`config.mk`:
```
export PLATFORM = sky130hd
export DESIGN_NAME = fuzz_run_sequencer
export DESIGN_NICKNAME = d
export VERILOG_FILES = /design/src/rtl/fuzz_seq_pkg.sv /design/src/rtl/fuzz_misr.sv /design/src/rtl/fuzz_run_sequencer.sv
export SDC_FILE = /design/constraint.sdc
export NUM_CORES = 1
export LEC_CHECK = 0
export ABC_AREA = 1
export CAP_MARGIN = 10
export CELL_PAD_IN_SITES_DETAIL_PLACEMENT = 2
export CELL_PAD_IN_SITES_GLOBAL_PLACEMENT = 2
export CORE_AREA = 2 2 185 187
export CTS_BUF_LIST = sky130_fd_sc_hd__clkbuf_16
export CTS_CLUSTER_SIZE = 24
export DETAILED_ROUTE_END_ITERATION = 8
export DIE_AREA = 0 0 187 189
export DONT_BUFFER_PORTS = 1
export GPL_ROUTABILITY_DRIVEN = 0
export HOLD_SLACK_MARGIN = 0.08
export PLACE_DENSITY_LB_ADDON = 0.1
export SLEW_MARGIN = 15
export SYNTH_ARGS = -nofsm -noshare
export SYNTH_HDL_FRONTEND = slang
export SYNTH_SLANG_ARGS = --single-unit
```
`constraint.sdc`:
```
create_clock -name clk -period 3.9 [get_ports clk]
set_input_delay 1.17 -clock clk [delete_from_list [all_inputs] [get_ports clk]]
set_output_delay 1.17 -clock clk [all_outputs]
set_load 0.005 [all_outputs]
```
`src/rtl/fuzz_seq_pkg.sv`:
```
// Shared constants, state type and helpers for the fuzz run sequencer.
// Pure declarations: no latency; no backpressure.
package fuzz_seq_pkg;

  localparam int FOLD_W = 256;

  localparam logic [63:0] LFSR_POLY = 64'hD800000000000000;
  localparam logic [31:0] MISR_POLY = 32'h04C11DB7;

  typedef enum logic [2:0] {
    ST_IDLE,
    ST_SEED,
    ST_WARMUP,
    ST_RUN,
    ST_DRAIN,
    ST_DONE
  } state_t;

  // Bit-field placement of the four DUT inputs inside the 64-bit LFSR
  localparam int STIM0_LSB = 0;
  localparam int STIM0_W   = 19;
  localparam int STIM1_LSB = 19;
  localparam int STIM1_W   = 21;
  localparam int STIM2_LSB = 40;
  localparam int STIM2_W   = 9;
  localparam int STIM3_LSB = 49;
  localparam int STIM3_W   = 15;

  function automatic logic [31:0] fold256(input logic [FOLD_W-1:0] v);
    logic [31:0] acc;
    acc = '0;
    for (int i = 0; i < FOLD_W / 32; i++) begin
      acc = acc ^ v[i*32 +: 32];
    end
    return acc;
  endfunction

  function automatic logic [63:0] lfsr_step(input logic [63:0] v);
    return (v >> 1) ^ (v[0] ? LFSR_POLY : 64'h0);
  endfunction

endpackage

```
`src/rtl/fuzz_misr.sv`:
```
// 32-bit MISR over the folded DUT output bus; one update per enabled cycle, result next edge.
// No backpressure: every enabled cycle is absorbed; clear has priority over enable.
module fuzz_misr
  import fuzz_seq_pkg::*;
#(
  parameter int Y_W = 242
) (
  input  logic           clk,
  input  logic           rst_n,
  input  logic           clear,
  input  logic           en,
  input  logic [Y_W-1:0] data,
  output logic [31:0]    sig
);

  logic [FOLD_W-1:0] w_ext;
  logic [31:0]       r_sig;

  assign w_ext = FOLD_W'(data);
  assign sig   = r_sig;

  always_ff @(posedge clk) begin
    if (!rst_n) begin
      r_sig <= '0;
    end else if (clear) begin
      r_sig <= '0;
    end else if (en) begin
      r_sig <= {r_sig[30:0], 1'b0} ^ (r_sig[31] ? MISR_POLY : 32'h0) ^ fold256(w_ext);
    end
  end

endmodule

```
`src/rtl/fuzz_run_sequencer.sv`:
```
// Seeds an LFSR, drives the DUT inputs, warms up, runs N vectors and signs y into a MISR.
// Done arrives 1+WARMUP+N+DRAIN_LAT edges after the start edge (1 when N=0); start ignored while busy.
module fuzz_run_sequencer
  import fuzz_seq_pkg::*;
#(
  parameter int Y_W       = 242,
  parameter int SIG_W     = 32,
  parameter int WARMUP    = 4,
  parameter int DRAIN_LAT = 2,
  parameter int CNT_W     = 16
) (
  input  logic             clk,
  input  logic             rst_n,
  input  logic             start,
  input  logic [63:0]      seed,
  input  logic [CNT_W-1:0] num_vectors,
  input  logic [SIG_W-1:0] golden_sig,
  input  logic [Y_W-1:0]   dut_y,
  output logic [18:0]      stim_wire0,
  output logic [20:0]      stim_wire1,
  output logic [8:0]       stim_wire2,
  output logic [14:0]      stim_wire3,
  output logic             busy,
  output logic             done,
  output logic             pass,
  output logic [SIG_W-1:0] signature,
  output logic [CNT_W-1:0] vec_count
);

  state_t               r_state;
  state_t               w_next;
  logic [63:0]          r_lfsr;
  logic [CNT_W-1:0]     r_vec_cnt;
  logic [CNT_W-1:0]     r_cyc_cnt;
  logic [CNT_W-1:0]     r_nv;
  logic [SIG_W-1:0]     r_golden;
  logic [DRAIN_LAT-1:0] r_pipe;
  logic                 w_accept;
  logic                 w_pipe_in;
  logic                 w_cap;
  logic                 w_clear;
  logic [SIG_W-1:0]     w_sig;

  always_ff @(posedge clk) begin
    if (!rst_n) begin
      r_state <= ST_IDLE;
    end else begin
      r_state <= w_next;
    end
  end

  always_comb begin
    w_next    = r_state;
    w_accept  = 1'b0;
    w_pipe_in = 1'b0;
    busy      = 1'b0;
    done      = 1'b0;
    pass      = 1'b0;
    case (r_state)
      ST_IDLE: begin
        if (start) begin
          w_next   = ST_SEED;
          w_accept = 1'b1;
        end
      end
      ST_SEED: begin
        busy   = 1'b1;
        w_next = (r_nv == '0) ? ST_DONE : ST_WARMUP;
      end
      ST_WARMUP: begin
        busy = 1'b1;
        if (r_cyc_cnt == CNT_W'(WARMUP - 1)) w_next = ST_RUN;
      end
      ST_RUN: begin
        busy      = 1'b1;
        w_pipe_in = 1'b1;
        if (r_vec_cnt == r_nv - CNT_W'(1)) w_next = ST_DRAIN;
      end
      ST_DRAIN: begin
        busy = 1'b1;
        if (r_cyc_cnt == CNT_W'(DRAIN_LAT - 1)) w_next = ST_DONE;
      end
      ST_DONE: begin
        done = 1'b1;
        pass = (w_sig == r_golden);
        if (start) begin
          w_next   = ST_SEED;
          w_accept = 1'b1;
        end
      end
      default: w_next = ST_IDLE;
    endcase
  end

  always_ff @(posedge clk) begin
    if (!rst_n) begin
      r_lfsr    <= 64'h1;
      r_vec_cnt <= '0;
      r_cyc_cnt <= '0;
      r_nv      <= '0;
      r_golden  <= '0;
      r_pipe    <= '0;
    end else begin
      if (w_accept) begin
        r_nv     <= num_vectors;
        r_golden <= golden_sig;
      end

      // Capture flags mature DRAIN_LAT edges after their RUN cycle, lining up with y
      r_pipe[0] <= w_pipe_in;
      for (int i = 1; i < DRAIN_LAT; i++) begin
        r_pipe[i] <= r_pipe[i-1];
      end

      case (r_state)
        ST_SEED: begin
          r_lfsr    <= (seed == 64'h0) ? 64'h1 : seed;
          r_vec_cnt <= '0;
          r_cyc_cnt <= '0;
        end
        ST_WARMUP: begin
          r_lfsr    <= lfsr_step(r_lfsr);
          r_cyc_cnt <= (w_next != r_state) ? '0 : r_cyc_cnt + CNT_W'(1);
        end
        ST_RUN: begin
          r_lfsr    <= lfsr_step(r_lfsr);
          r_vec_cnt <= r_vec_cnt + CNT_W'(1);
          r_cyc_cnt <= '0;
        end
        ST_DRAIN: begin
          r_cyc_cnt <= (w_next != r_state) ? '0 : r_cyc_cnt + CNT_W'(1);
        end
        default: begin
          r_cyc_cnt <= '0;
        end
      endcase
    end
  end

  assign w_cap   = r_pipe[DRAIN_LAT-1];
  assign w_clear = (r_state == ST_SEED);

  fuzz_misr #(
    .Y_W (Y_W)
  ) u_misr (
    .clk   (clk),
    .rst_n (rst_n),
    .clear (w_clear),
    .en    (w_cap),
    .data  (dut_y),
    .sig   (w_sig)
  );

  assign stim_wire0 = r_lfsr[STIM0_LSB +: STIM0_W];
  assign stim_wire1 = r_lfsr[STIM1_LSB +: STIM1_W];
  assign stim_wire2 = r_lfsr[STIM2_LSB +: STIM2_W];
  assign stim_wire3 = r_lfsr[STIM3_LSB +: STIM3_W];
  assign signature  = w_sig;
  assign vec_count  = r_vec_cnt;

endmodule

```
==> reports/qor.yml <==
outcome: "finished, final reports clean"
fin_nets: 1778
synth_cell_types: 46
fin_worst_skew_ns: 0.0126
yosysSeqAreaShare_pct: 33.5
die_w_um: 187
finalPower_w: 0.00538
area_delta_synth_final_pct: 9.11
cp.arrival_ns: 2.24
end_kind: "output port"
syn-num-nets: 1813
ys.flop_type: "dfxtp_1"
crit_chain: "or2_2 > a221oi_1 > nand3_1 > nor2_1"
layout_commonest_cell: "nand2_1"
synth_seq_cells: 181
setup_viol: 0
antenna_found_initial: 1
first_global_vias: 10400
track_usage_pct: 23.5
via_per_inst: 5.21
syn_inst: 1452
vdd_drop_max_uv: 280
ys_warn_count: 0
die_h_um: 189
portBuffers: 0
cts_resized: 0
drv_slew: 0
synth_area_per_cell_um2: 7.46
relSlewSlack_pct: 38.9
drive_gt1_share_pct: 7.07
wl_per_cell_um: 22.3
htreeDepth: 4
ioPinCount: 472
crit_path_max_incr_delay_ns: 0.62
hold_viol: 0
rows: 67
clk_latency_ns: 0.44
cts.sinks: 181
mostFrequentLayoutCells: "243 x nand2_1, 193 x a21oi_1, 180 x dfxtp_1"
cts_hold_buf: 0
required_ns: 2.73
core_area_um2: 33300
hpwl_mm: 32.9
syn-cell-area_um2: 10800
synth-async-reset-ratio_pct: 0
detail_route.wirelength_mm: 41.9
worstSetupPathType: "reg2out"
first_pass_iters: 4
worst-path-buf-inv: 0
via_count: 9783
start_util_pct: 32.5
cpLargestDelayFamily: "simple AND/OR/NAND/NOR gates"
first_iter_violations: 385
grt_pass1_wl_mm: 63.7
hp-class: "reg2reg"
synth_edf_count: 0
rsz0062_at_grt: "false"
worst_setup_path_start_kind: "register"
cts_tree: "done"
cp_slowest_cell: "a221oi_1"
dieArea_um2: 35300
maxCapViolCount: 0
cts_made_buffers: 17
worst_slew_pin_slew_ns: 0.911
cp_max_fo: 5
postCtsSetupBuffers: 0
finalSetupTns_ns: 0
cts-root-buf: "clkbuf_16"
drtAntennaViolNets: 0
post-route-period-util_pct: 87.4
fmax_mhz: 293
grt_max_degree: 99
p_leak_nw: 4.61
drc: 0
overflow: 0
cts_buffer_depth: 2
power.density_nw_per_um2: 455
path_clk_slew_ns: 0.07
fin_crit_ns: 3.41
## layout make-up
type	count	area, um2
sequential	181	3630
timing repair buffer	10	75.1
tap	448	561
fill	3991	21500
clock buffer	17	425
clock inverter	14	163
inverter	109	409
antenna	1	2.50
multi-input combinational	1098	6550
## flip-flops by register name, summed over array words and instances (netlist names)
register    count
r_golden       32
r_state         3
r_lfsr         64
vec_count      16
r_pipe          2
r_nv           16
u_misr.sig     32
r_cyc_cnt      16
## synthesized netlist by cell type, types with 13 or more instances
cell type    n  share of area, %
nand3_1     37               1.7
nand2_1    244               8.5
inv_1       96               3.3
xnor2_1    175                14
clkbuf_1    60               2.1
nor2_4      14               1.5
nor2_1      78               2.7
nand4_1     13              0.75
dfxtp_1    181                33
xor2_1     106               8.6
o21ai_0    126               5.8
a21oi_1    193               8.9
## worst paths after layout
kind	start	endpoint	slack, ns	cells past startpoint
worst min-delay path	r_cyc_cnt[0]$_SDFF_PP0_	r_cyc_cnt[0]$_SDFF_PP0_	0.47	1
worst min register to register	r_cyc_cnt[0]$_SDFF_PP0_	r_cyc_cnt[0]$_SDFF_PP0_	0.47	1
worst max register to register	r_state[2]$_SDFF_PN0_	r_cyc_cnt[4]$_SDFF_PP0_	1.29	8
worst max-delay path	u_misr.sig[14]$_SDFFE_PP0P_	pass	0.49	4
## layer usage
metal | up-vias | share of wire, % | GRT usage (%)
met4 | 0 | 1.9 | 5.59
li1 | 4683 | - | -
met3 | 27 | 8.2 | 7.58
met1 | 4800 | 42 | 29.2
met2 | 273 | 48 | 39.4
met5 | - | 0 | 0
## worst register-to-register path: stages (launching register included)
cell and delay, ns:
dfxtp_1 0.41, nor2_4 0.19, buf_4 0.61, inv_2 0.09
nor2_2 0.39, nand2_2 0.16, nand3_1 0.14, nand3_4 0.33
nor2_1 0.21
## report_power, final
group	leakage [nW]	switching (W)	internal, W
Combinational	2.85	0.000797	0.000513
Sequential	1.48	0.000241	0.00203
Clock	0.286	0.000797	0.00100
Total	4.61	0.00184	0.00354
## cells by family after synthesis
logic type,share of synthesized area (%)
xor+xnor,22.7
fa+ha+maj,0.462
flops,33.5
simple gates,18.7
compound gates,18.4
buf+inv,6.17
## through the flow
| stage | std cells | hold slack (ns) | util [%] | worst slack, ns | cell area [um2] |
|---|---|---|---|---|---|
| after floorplan | 1452 | 0.390 | - | 1.34 | 10800 |
| after global placement | 1846 | 0.450 | 33.7 | 0.994 | 11200 |
| after detailed placement | 1846 | 0.468 | 33.7 | 0.985 | 11200 |
| after CTS | 1877 | 0.483 | 35.5 | 0.504 | 11800 |
| after global routing | 1878 | 0.501 | 35.5 | 0.458 | 11800 |
| final | 1878 | 0.473 | 35.5 | 0.492 | 11800 |
No activity file was read; power rests on OpenSTA's default activity.
